## config.mk

```make
export PLATFORM = sky130hd
export DESIGN_NAME = user_io_mux_irq_flat
export DESIGN_NICKNAME = d
export VERILOG_FILES = /design/src/rtl/user_io_mux_irq_if.sv /design/src/rtl/user_io_mux_irq.sv /design/src/flat_wrapper.sv
export SDC_FILE = /design/constraint.sdc
export NUM_CORES = 1
export LEC_CHECK = 0
export CAP_MARGIN = 20
export CORE_UTILIZATION = 50
export CTS_BUF_LIST = sky130_fd_sc_hd__clkbuf_4 sky130_fd_sc_hd__clkbuf_8
export DETAILED_ROUTE_END_ITERATION = 8
export GPL_TIMING_DRIVEN = 0
export PLACE_DENSITY = 0.83
export SKIP_CTS_REPAIR_TIMING = 1
export SKIP_LAST_GASP = 1
export SLEW_MARGIN = 20
export SYNTH_ARGS = -nofsm -noshare
export SYNTH_HDL_FRONTEND = slang
export SYNTH_SLANG_ARGS = --single-unit
```

## constraint.sdc

```tcl
create_clock -name wb_clk_i -period 3 [get_ports wb_clk_i]
set_input_delay 0.6 -clock wb_clk_i [delete_from_list [all_inputs] [get_ports wb_clk_i]]
set_output_delay 0.6 -clock wb_clk_i [all_outputs]
set_load 0.02 [all_outputs]
```

## src/rtl/user_io_mux_irq_if.sv

```systemverilog
`default_nettype none
// +------------------------------------------------------------------+
// | user_io_mux_irq_if : Wishbone slave bundle for user_io_mux_irq     |
// | Rev 1.0                                                           |
// +------------------------------------------------------------------+
interface user_io_mux_irq_if;
    logic        wbs_stb_i;
    logic        wbs_cyc_i;
    logic        wbs_we_i;
    logic [3:0]  wbs_sel_i;
    logic [31:0] wbs_dat_i;
    logic [31:0] wbs_adr_i;
    logic        wbs_ack_o;
    logic [31:0] wbs_dat_o;

    modport master (
        output wbs_stb_i, wbs_cyc_i, wbs_we_i, wbs_sel_i, wbs_dat_i, wbs_adr_i,
        input  wbs_ack_o, wbs_dat_o
    );

    modport slave (
        input  wbs_stb_i, wbs_cyc_i, wbs_we_i, wbs_sel_i, wbs_dat_i, wbs_adr_i,
        output wbs_ack_o, wbs_dat_o
    );
endinterface
`default_nettype wire

```

## src/rtl/user_io_mux_irq.sv

```systemverilog
`default_nettype none
// +------------------------------------------------------------------+
// | user_io_mux_irq : pad mux + GPIO/peripheral interrupt controller  |
// | Rev 1.0                                                           |
// +------------------------------------------------------------------+
module user_io_mux_irq #(
    parameter int          NUM_PINS    = 12,
    parameter int          NUM_SRC     = 4,
    parameter int          SYNC_STAGES = 2,
    parameter logic [31:0] ADDR_BASE   = 32'h3000_1000
) (
    input  logic                wb_clk_i,
    input  logic                wb_rst_n_i,
    user_io_mux_irq_if.slave    wbs,
    input  logic [NUM_PINS-1:0] io_in,
    output logic [NUM_PINS-1:0] io_out,
    output logic [NUM_PINS-1:0] io_oeb,
    input  logic [NUM_PINS-1:0] periph_out,
    input  logic [NUM_PINS-1:0] periph_oeb,
    output logic [NUM_PINS-1:0] periph_in,
    input  logic [NUM_SRC-1:0]  src_irq_i,
    output logic [2:0]          irq
);
    localparam logic [5:0]  c_OFF_FUNC     = 6'h00;
    localparam logic [5:0]  c_OFF_GPIO_OUT = 6'h01;
    localparam logic [5:0]  c_OFF_GPIO_IN  = 6'h02;
    localparam logic [5:0]  c_OFF_PEND     = 6'h03;
    localparam logic [5:0]  c_OFF_MASK     = 6'h04;
    localparam logic [5:0]  c_OFF_ID       = 6'h05;
    localparam logic [31:0] c_ID = 32'h1010_0000 | (32'(NUM_SRC) << 8) | 32'(NUM_PINS);

    logic [2*NUM_PINS-1:0] r_func;
    logic [NUM_PINS-1:0]   r_gpio_out;
    logic [NUM_PINS-1:0]   r_mask_pin;
    logic [NUM_SRC-1:0]    r_mask_src;
    logic [NUM_PINS-1:0]   r_pend_pin;
    logic [NUM_SRC-1:0]    r_pend_src;
    logic [NUM_PINS-1:0]   r_pin_sync [SYNC_STAGES];
    logic [NUM_SRC-1:0]    r_src_sync [SYNC_STAGES];
    logic [NUM_PINS-1:0]   r_pin_prev;
    logic                  r_ack;
    logic [31:0]           r_dat;
    logic [1:0]            r_irq;

    logic [31:0]           w_be;
    logic                  w_hit;
    logic                  w_acc;
    logic                  w_wr;
    logic [5:0]            w_off;
    logic [31:0]           w_rdata;
    logic [NUM_PINS-1:0]   w_pin_sync;
    logic [NUM_SRC-1:0]    w_src_sync;
    logic [NUM_PINS-1:0]   w_pin_rise;
    logic [NUM_PINS-1:0]   w_clr_pin;
    logic [NUM_SRC-1:0]    w_clr_src;
    logic                  w_unused_adr;

    assign w_be  = {{8{wbs.wbs_sel_i[3]}}, {8{wbs.wbs_sel_i[2]}},
                    {8{wbs.wbs_sel_i[1]}}, {8{wbs.wbs_sel_i[0]}}};
    assign w_hit = wbs.wbs_cyc_i & wbs.wbs_stb_i & (wbs.wbs_adr_i[31:8] == ADDR_BASE[31:8]);
    assign w_acc = w_hit & ~r_ack;
    assign w_wr  = w_acc & wbs.wbs_we_i;
    assign w_off = wbs.wbs_adr_i[7:2];
    assign w_unused_adr = &{1'b0, wbs.wbs_adr_i[1:0]};

    assign w_pin_sync = r_pin_sync[SYNC_STAGES-1];
    assign w_src_sync = r_src_sync[SYNC_STAGES-1];
    assign w_pin_rise = w_pin_sync & ~r_pin_prev;
    assign periph_in  = w_pin_sync;

    assign w_clr_pin = (w_wr && w_off == c_OFF_PEND) ?
                       (wbs.wbs_dat_i[16 +: NUM_PINS] & w_be[16 +: NUM_PINS]) : '0;
    assign w_clr_src = (w_wr && w_off == c_OFF_PEND) ?
                       (wbs.wbs_dat_i[NUM_SRC-1:0] & w_be[NUM_SRC-1:0]) : '0;

    always_comb begin
        w_rdata = '0;
        case (w_off)
            c_OFF_FUNC:     w_rdata = 32'(r_func);
            c_OFF_GPIO_OUT: w_rdata = 32'(r_gpio_out);
            c_OFF_GPIO_IN:  w_rdata = 32'(w_pin_sync);
            c_OFF_PEND:     w_rdata = (32'(r_pend_pin) << 16) | 32'(r_pend_src);
            c_OFF_MASK:     w_rdata = (32'(r_mask_pin) << 16) | 32'(r_mask_src);
            c_OFF_ID:       w_rdata = c_ID;
            default:        w_rdata = '0;
        endcase
    end

    // Synchronisers plus the previous-value flop used for rising-edge detect.
    always_ff @(posedge wb_clk_i or negedge wb_rst_n_i) begin
        if (!wb_rst_n_i) begin
            for (int i = 0; i < SYNC_STAGES; i++) begin
                r_pin_sync[i] <= '0;
                r_src_sync[i] <= '0;
            end
            r_pin_prev <= '0;
        end else begin
            r_pin_sync[0] <= io_in;
            r_src_sync[0] <= src_irq_i;
            for (int i = 1; i < SYNC_STAGES; i++) begin
                r_pin_sync[i] <= r_pin_sync[i-1];
                r_src_sync[i] <= r_src_sync[i-1];
            end
            r_pin_prev <= w_pin_sync;
        end
    end

    always_ff @(posedge wb_clk_i or negedge wb_rst_n_i) begin
        if (!wb_rst_n_i) begin
            r_ack      <= 1'b0;
            r_dat      <= '0;
            r_func     <= '0;
            r_gpio_out <= '0;
            r_mask_pin <= '0;
            r_mask_src <= '0;
            r_pend_pin <= '0;
            r_pend_src <= '0;
            r_irq      <= '0;
        end else begin
            r_ack <= w_acc;
            r_dat <= w_acc ? w_rdata : '0;
            if (w_wr && w_off == c_OFF_FUNC)
                r_func <= (r_func & ~w_be[2*NUM_PINS-1:0])
                        | (wbs.wbs_dat_i[2*NUM_PINS-1:0] & w_be[2*NUM_PINS-1:0]);
            if (w_wr && w_off == c_OFF_GPIO_OUT)
                r_gpio_out <= (r_gpio_out & ~w_be[NUM_PINS-1:0])
                            | (wbs.wbs_dat_i[NUM_PINS-1:0] & w_be[NUM_PINS-1:0]);
            if (w_wr && w_off == c_OFF_MASK) begin
                r_mask_src <= (r_mask_src & ~w_be[NUM_SRC-1:0])
                            | (wbs.wbs_dat_i[NUM_SRC-1:0] & w_be[NUM_SRC-1:0]);
                r_mask_pin <= (r_mask_pin & ~w_be[16 +: NUM_PINS])
                            | (wbs.wbs_dat_i[16 +: NUM_PINS] & w_be[16 +: NUM_PINS]);
            end
            // A new event in the same clock as a clear keeps the bit set.
            r_pend_src <= (r_pend_src & ~w_clr_src) | w_src_sync;
            r_pend_pin <= (r_pend_pin & ~w_clr_pin) | w_pin_rise;
            r_irq[0]   <= |(r_pend_src & r_mask_src);
            r_irq[1]   <= |(r_pend_pin & r_mask_pin);
        end
    end

    assign wbs.wbs_ack_o = r_ack;
    assign wbs.wbs_dat_o = r_dat;
    assign irq           = {1'b0, r_irq};

    generate
        for (genvar k = 0; k < NUM_PINS; k++) begin : g_pin
            always_comb begin
                io_out[k] = 1'b0;
                io_oeb[k] = 1'b1;
                case (r_func[2*k +: 2])
                    2'd1: begin
                        io_out[k] = r_gpio_out[k];
                        io_oeb[k] = 1'b0;
                    end
                    2'd2: begin
                        io_out[k] = periph_out[k];
                        io_oeb[k] = periph_oeb[k];
                    end
                    default: begin
                        io_out[k] = 1'b0;
                        io_oeb[k] = 1'b1;
                    end
                endcase
            end
        end
    endgenerate
endmodule
`default_nettype wire

```

## src/flat_wrapper.sv

```systemverilog
// flat-port wrapper written by rule: the top's interface ports become plain ports
module user_io_mux_irq_flat 
#(
    parameter int          NUM_PINS    = 12,
    parameter int          NUM_SRC     = 4,
    parameter int          SYNC_STAGES = 2,
    parameter logic [31:0] ADDR_BASE   = 32'h3000_1000
)
  (wb_clk_i, wb_rst_n_i, io_in, io_out, io_oeb, periph_out, periph_oeb, periph_in, src_irq_i, irq, wbs_wbs_stb_i, wbs_wbs_cyc_i, wbs_wbs_we_i, wbs_wbs_sel_i, wbs_wbs_dat_i, wbs_wbs_adr_i, wbs_wbs_ack_o, wbs_wbs_dat_o);
  user_io_mux_irq_if wbs_i ();
  input  logic wb_clk_i;
  input  logic wb_rst_n_i;
  input  logic [NUM_PINS-1:0] io_in;
  output logic [NUM_PINS-1:0] io_out;
  output logic [NUM_PINS-1:0] io_oeb;
  input  logic [NUM_PINS-1:0] periph_out;
  input  logic [NUM_PINS-1:0] periph_oeb;
  output logic [NUM_PINS-1:0] periph_in;
  input  logic [NUM_SRC-1:0] src_irq_i;
  output logic [2:0] irq;
  input wire logic [$bits(wbs_i.wbs_stb_i)-1:0] wbs_wbs_stb_i;
  input wire logic [$bits(wbs_i.wbs_cyc_i)-1:0] wbs_wbs_cyc_i;
  input wire logic [$bits(wbs_i.wbs_we_i)-1:0] wbs_wbs_we_i;
  input wire logic [$bits(wbs_i.wbs_sel_i)-1:0] wbs_wbs_sel_i;
  input wire logic [$bits(wbs_i.wbs_dat_i)-1:0] wbs_wbs_dat_i;
  input wire logic [$bits(wbs_i.wbs_adr_i)-1:0] wbs_wbs_adr_i;
  output wire logic [$bits(wbs_i.wbs_ack_o)-1:0] wbs_wbs_ack_o;
  output wire logic [$bits(wbs_i.wbs_dat_o)-1:0] wbs_wbs_dat_o;
  assign wbs_i.wbs_stb_i = wbs_wbs_stb_i;
  assign wbs_i.wbs_cyc_i = wbs_wbs_cyc_i;
  assign wbs_i.wbs_we_i = wbs_wbs_we_i;
  assign wbs_i.wbs_sel_i = wbs_wbs_sel_i;
  assign wbs_i.wbs_dat_i = wbs_wbs_dat_i;
  assign wbs_i.wbs_adr_i = wbs_wbs_adr_i;
  assign wbs_wbs_ack_o = wbs_i.wbs_ack_o;
  assign wbs_wbs_dat_o = wbs_i.wbs_dat_o;
  user_io_mux_irq #(.NUM_PINS(NUM_PINS), .NUM_SRC(NUM_SRC), .SYNC_STAGES(SYNC_STAGES), .ADDR_BASE(ADDR_BASE)) u_core (.wb_clk_i(wb_clk_i), .wb_rst_n_i(wb_rst_n_i), .wbs(wbs_i), .io_in(io_in), .io_out(io_out), .io_oeb(io_oeb), .periph_out(periph_out), .periph_oeb(periph_oeb), .periph_in(periph_in), .src_irq_i(src_irq_i), .irq(irq));
endmodule
```

==> results.py <==
metrics = {
    "timing": {
        "slew_viol_final": 0,
        "tightest_slew_ps": 750,
        "timing.fmax_ghz": 0.349,
        "grt_setup_unrepaired": "no",
        "hold_viol": 0,
        "finalSetupViolCount": 0,
        "period_share_pct": 95.4,
        "min_period_ps": 2860,
        "clock_skew_ps": 7.91,
        "slew_headroom_pct": 49.6,
    },
    "die": {
        "die_height_um": 115,
        "die_w_um": 115,
        "core_um2": 12600,
        "dieArea_um2": 13300,
        "row_count": 41,
        "start_util_pct": 51.1,
        "io_pins": 185,
    },
    "clock_network": {
        "ctsRootBufferMaster": "clkbuf_8",
        "numCtsBuffers": 17,
        "cts_tree": "yes",
        "clk_pin_slew_ps": 70,
        "cts_sinks": 144,
        "insertion_delay_ps": 450,
        "h-tree-depth": 4,
        "clk_path_buf_depth": 2,
    },
    "detailed_routing": {
        "num_vias": 4728,
        "avgRoutedWirePerCell_um": 18.3,
        "dr.pass1.iters": 5,
        "ant_nets": 0,
        "routed_wl_um": 16200,
        "remaining_drc_errors": 0,
        "via_per_inst": 5.34,
        "drtIter0Drc": 355,
    },
    "logic_synthesis": {
        "yosys.cell_types.count": 45,
        "syn_area_um2": 6430,
        "yosys-top-cells-count": "144 x dfrtp_1, 51 x mux2_2, 31 x nor2_1",
        "yosys.area.top_type": "dfrtp_1",
        "synth_warnings": 0,
        "async_reset_ff_share_pct": 100,
        "ys.flop_type": "dfrtp_1",
        "ys_seq_elements": 144,
        "synthTopCellsByArea": "dfrtp_1 56%, mux2_2 8.9%, ha_1 4.7%, nor4_4 2.6%, a22oi_1 2.6%",
        "syn_avg_cell_area_um2": 12.7,
        "yosysMostFrequentCell": "dfrtp_1",
        "yosysTopAreaCellShare_pct": 56.1,
        "ys_seq_area_share_pct": 56.1,
        "synth_edf_count": 0,
        "synthCells": 506,
    },
    "power": {
        "power.internal_w": 0.00308,
        "ir_drop_v": 0.000285,
        "finalPower_w": 0.00390,
        "power.share.clock_pct": 41.0,
        "power.leakage_nw": 3.78,
        "seq_power_share_pct": 51.0,
        "netSwitchingFraction_pct": 21.1,
        "comb_power_share_pct": 8.0,
        "p_sw_w": 0.000824,
        "powerDensity_nw_per_um2": 441,
    },
    "place": {
        "portBuffers": 173,
        "gp_congestion": 0.879,
        "dp_cells": 855,
        "hpwl_um": 12200,
    },
    "layout": {
        "area.growth.synth_to_final_pct": 37.5,
        "drive_gt1_share_pct": 18.1,
        "final-instance-count-excl-fill": 886,
        "fin_util_pct": 70.3,
        "nets": 839,
        "antenna_cells": 0,
    },
    "global_route": {
        "grtUsageTotal_pct": 26.4,
        "grt_max_degree": 96,
        "grt_pass1_wl_um": 25500,
        "grt_overflow": 0,
        "grt_pass1_vias": 4988,
        "grt_antenna_before_repair": 0,
    },
    "run_status": {
        "status": "finished clean",
    },
    "worst_setup_path": {
        "startpoint_type": "input pin",
        "cp.arrival_ps": 3190,
        "worstSetupPathType": "in2reg",
        "endpoint_kind": "flop",
        "required_ps": 3330,
        "path_max_fanout": 8,
    },
    "run": {
        "drv_cap": 0,
    },
    "min_path": {
        "hold_class": "in2async",
    },
}
==> area by class of cell <==
type / instances / area, um^2
Fill cell: 882 / 3730
Buffer: 30 / 189
Tap cell: 172 / 215
Timing Repair Buffer: 174 / 1760
Clock buffer: 25 / 313
Multi-Input combinational cell: 308 / 2540
Inverter: 27 / 101
Clock inverter: 6 / 105
Sequential cell: 144 / 3600
==> path summary, 6_finish.rpt <==
kind                                                  from                        endpoint  slack (ps)  cells after the start
hold reg to reg            u_core.r_pin_sync[14]$_DFF_PN0_   u_core.periph_in[2]$_DFF_PN0_         350                      0
setup / recovery                          wbs_wbs_adr_i[4]                            flop         140                      5
max in group asynchronous                       wb_rst_n_i  u_core.r_pend_pin[7]$_DFF_PN0_        2180                      2
hold / removal                                  wb_rst_n_i   u_core.periph_in[8]$_DFF_PN0_          40                      1
min in group wb_clk_i      u_core.r_pin_sync[14]$_DFF_PN0_   u_core.periph_in[2]$_DFF_PN0_         350                      0
setup reg to reg            u_core.wbs.wbs_ack_o$_DFF_PN0_                            flop         750                      4
==> power by group through the flow <==
stage	Clock, W	Combinational, W	Sequential, W
after floorplan	0	0.0000872	0.00202
after global placement	0	0.000303	0.00202
after detailed placement	0	0.000314	0.00203
after CTS	0.00163	0.000316	0.00199
after global routing	0.00172	0.000338	0.00199
final	0.00160	0.000313	0.00199
==> layout by cell type, fill, tap and decap left out, drive strengths merged, types with 14 or more instances in the layout <==
| cell type | n |
|---|---|
| nand2 | 27 |
| nor2b | 14 |
| inv | 27 |
| nor2 | 31 |
| ha | 24 |
| clkdlybuf4s50 | 172 |
| dfrtp | 144 |
| o21ai | 18 |
| nor4 | 16 |
| clkbuf | 35 |
| buf | 22 |
| a22oi | 22 |
| mux2 | 55 |
==> metrics by stage <==
stage               TNS (ps)  hold slack (ps)  worst slack (ps)  area [um^2]
floorplan                  0              304               690         6440
global placement     -598110              334             -4110         8380
detailed placement     -7370              335              -269         8420
CTS                        0             36.4               189         8830
global route               0             48.6              72.0         8830
finish                     0             38.9               137         8830
==> cell families (layout without fill, tap and decap cells) <==
| logic type | after synthesis | in the layout | share of synthesized area [%] |
|---|---|---|---|
| multiplexers | 65 | 65 | 11.4 |
| AO/OA/AOI/OAI | 80 | 80 | 8.72 |
| AND/OR/NAND/NOR | 135 | 135 | 14.5 |
| other | 1 | 4 | 0.0584 |
| flip-flops | 144 | 144 | 56.1 |
| buffers and inverters | 57 | 262 | 4.52 |
| adder cells (fa/ha/maj) | 24 | 24 | 4.67 |
==> layer usage <==
layer / track usage [%] / vias up / part of all wire [%]
li1: - / 2190 / -
met5: 0 / - / 0
met3: 6.17 / 31 / 5.9
met1: 31.9 / 2327 / 40
met4: 12.4 / 0 / 3.0
met2: 44.6 / 180 / 51
==> worst max-delay path, stage by stage <==
cell and delay [ps]:
clkdlybuf4s50_1 480, nor4_2 640, nand2_2 330, nor4_4 720, mux2_2 420
No activity file was read; power rests on OpenSTA's default activity.
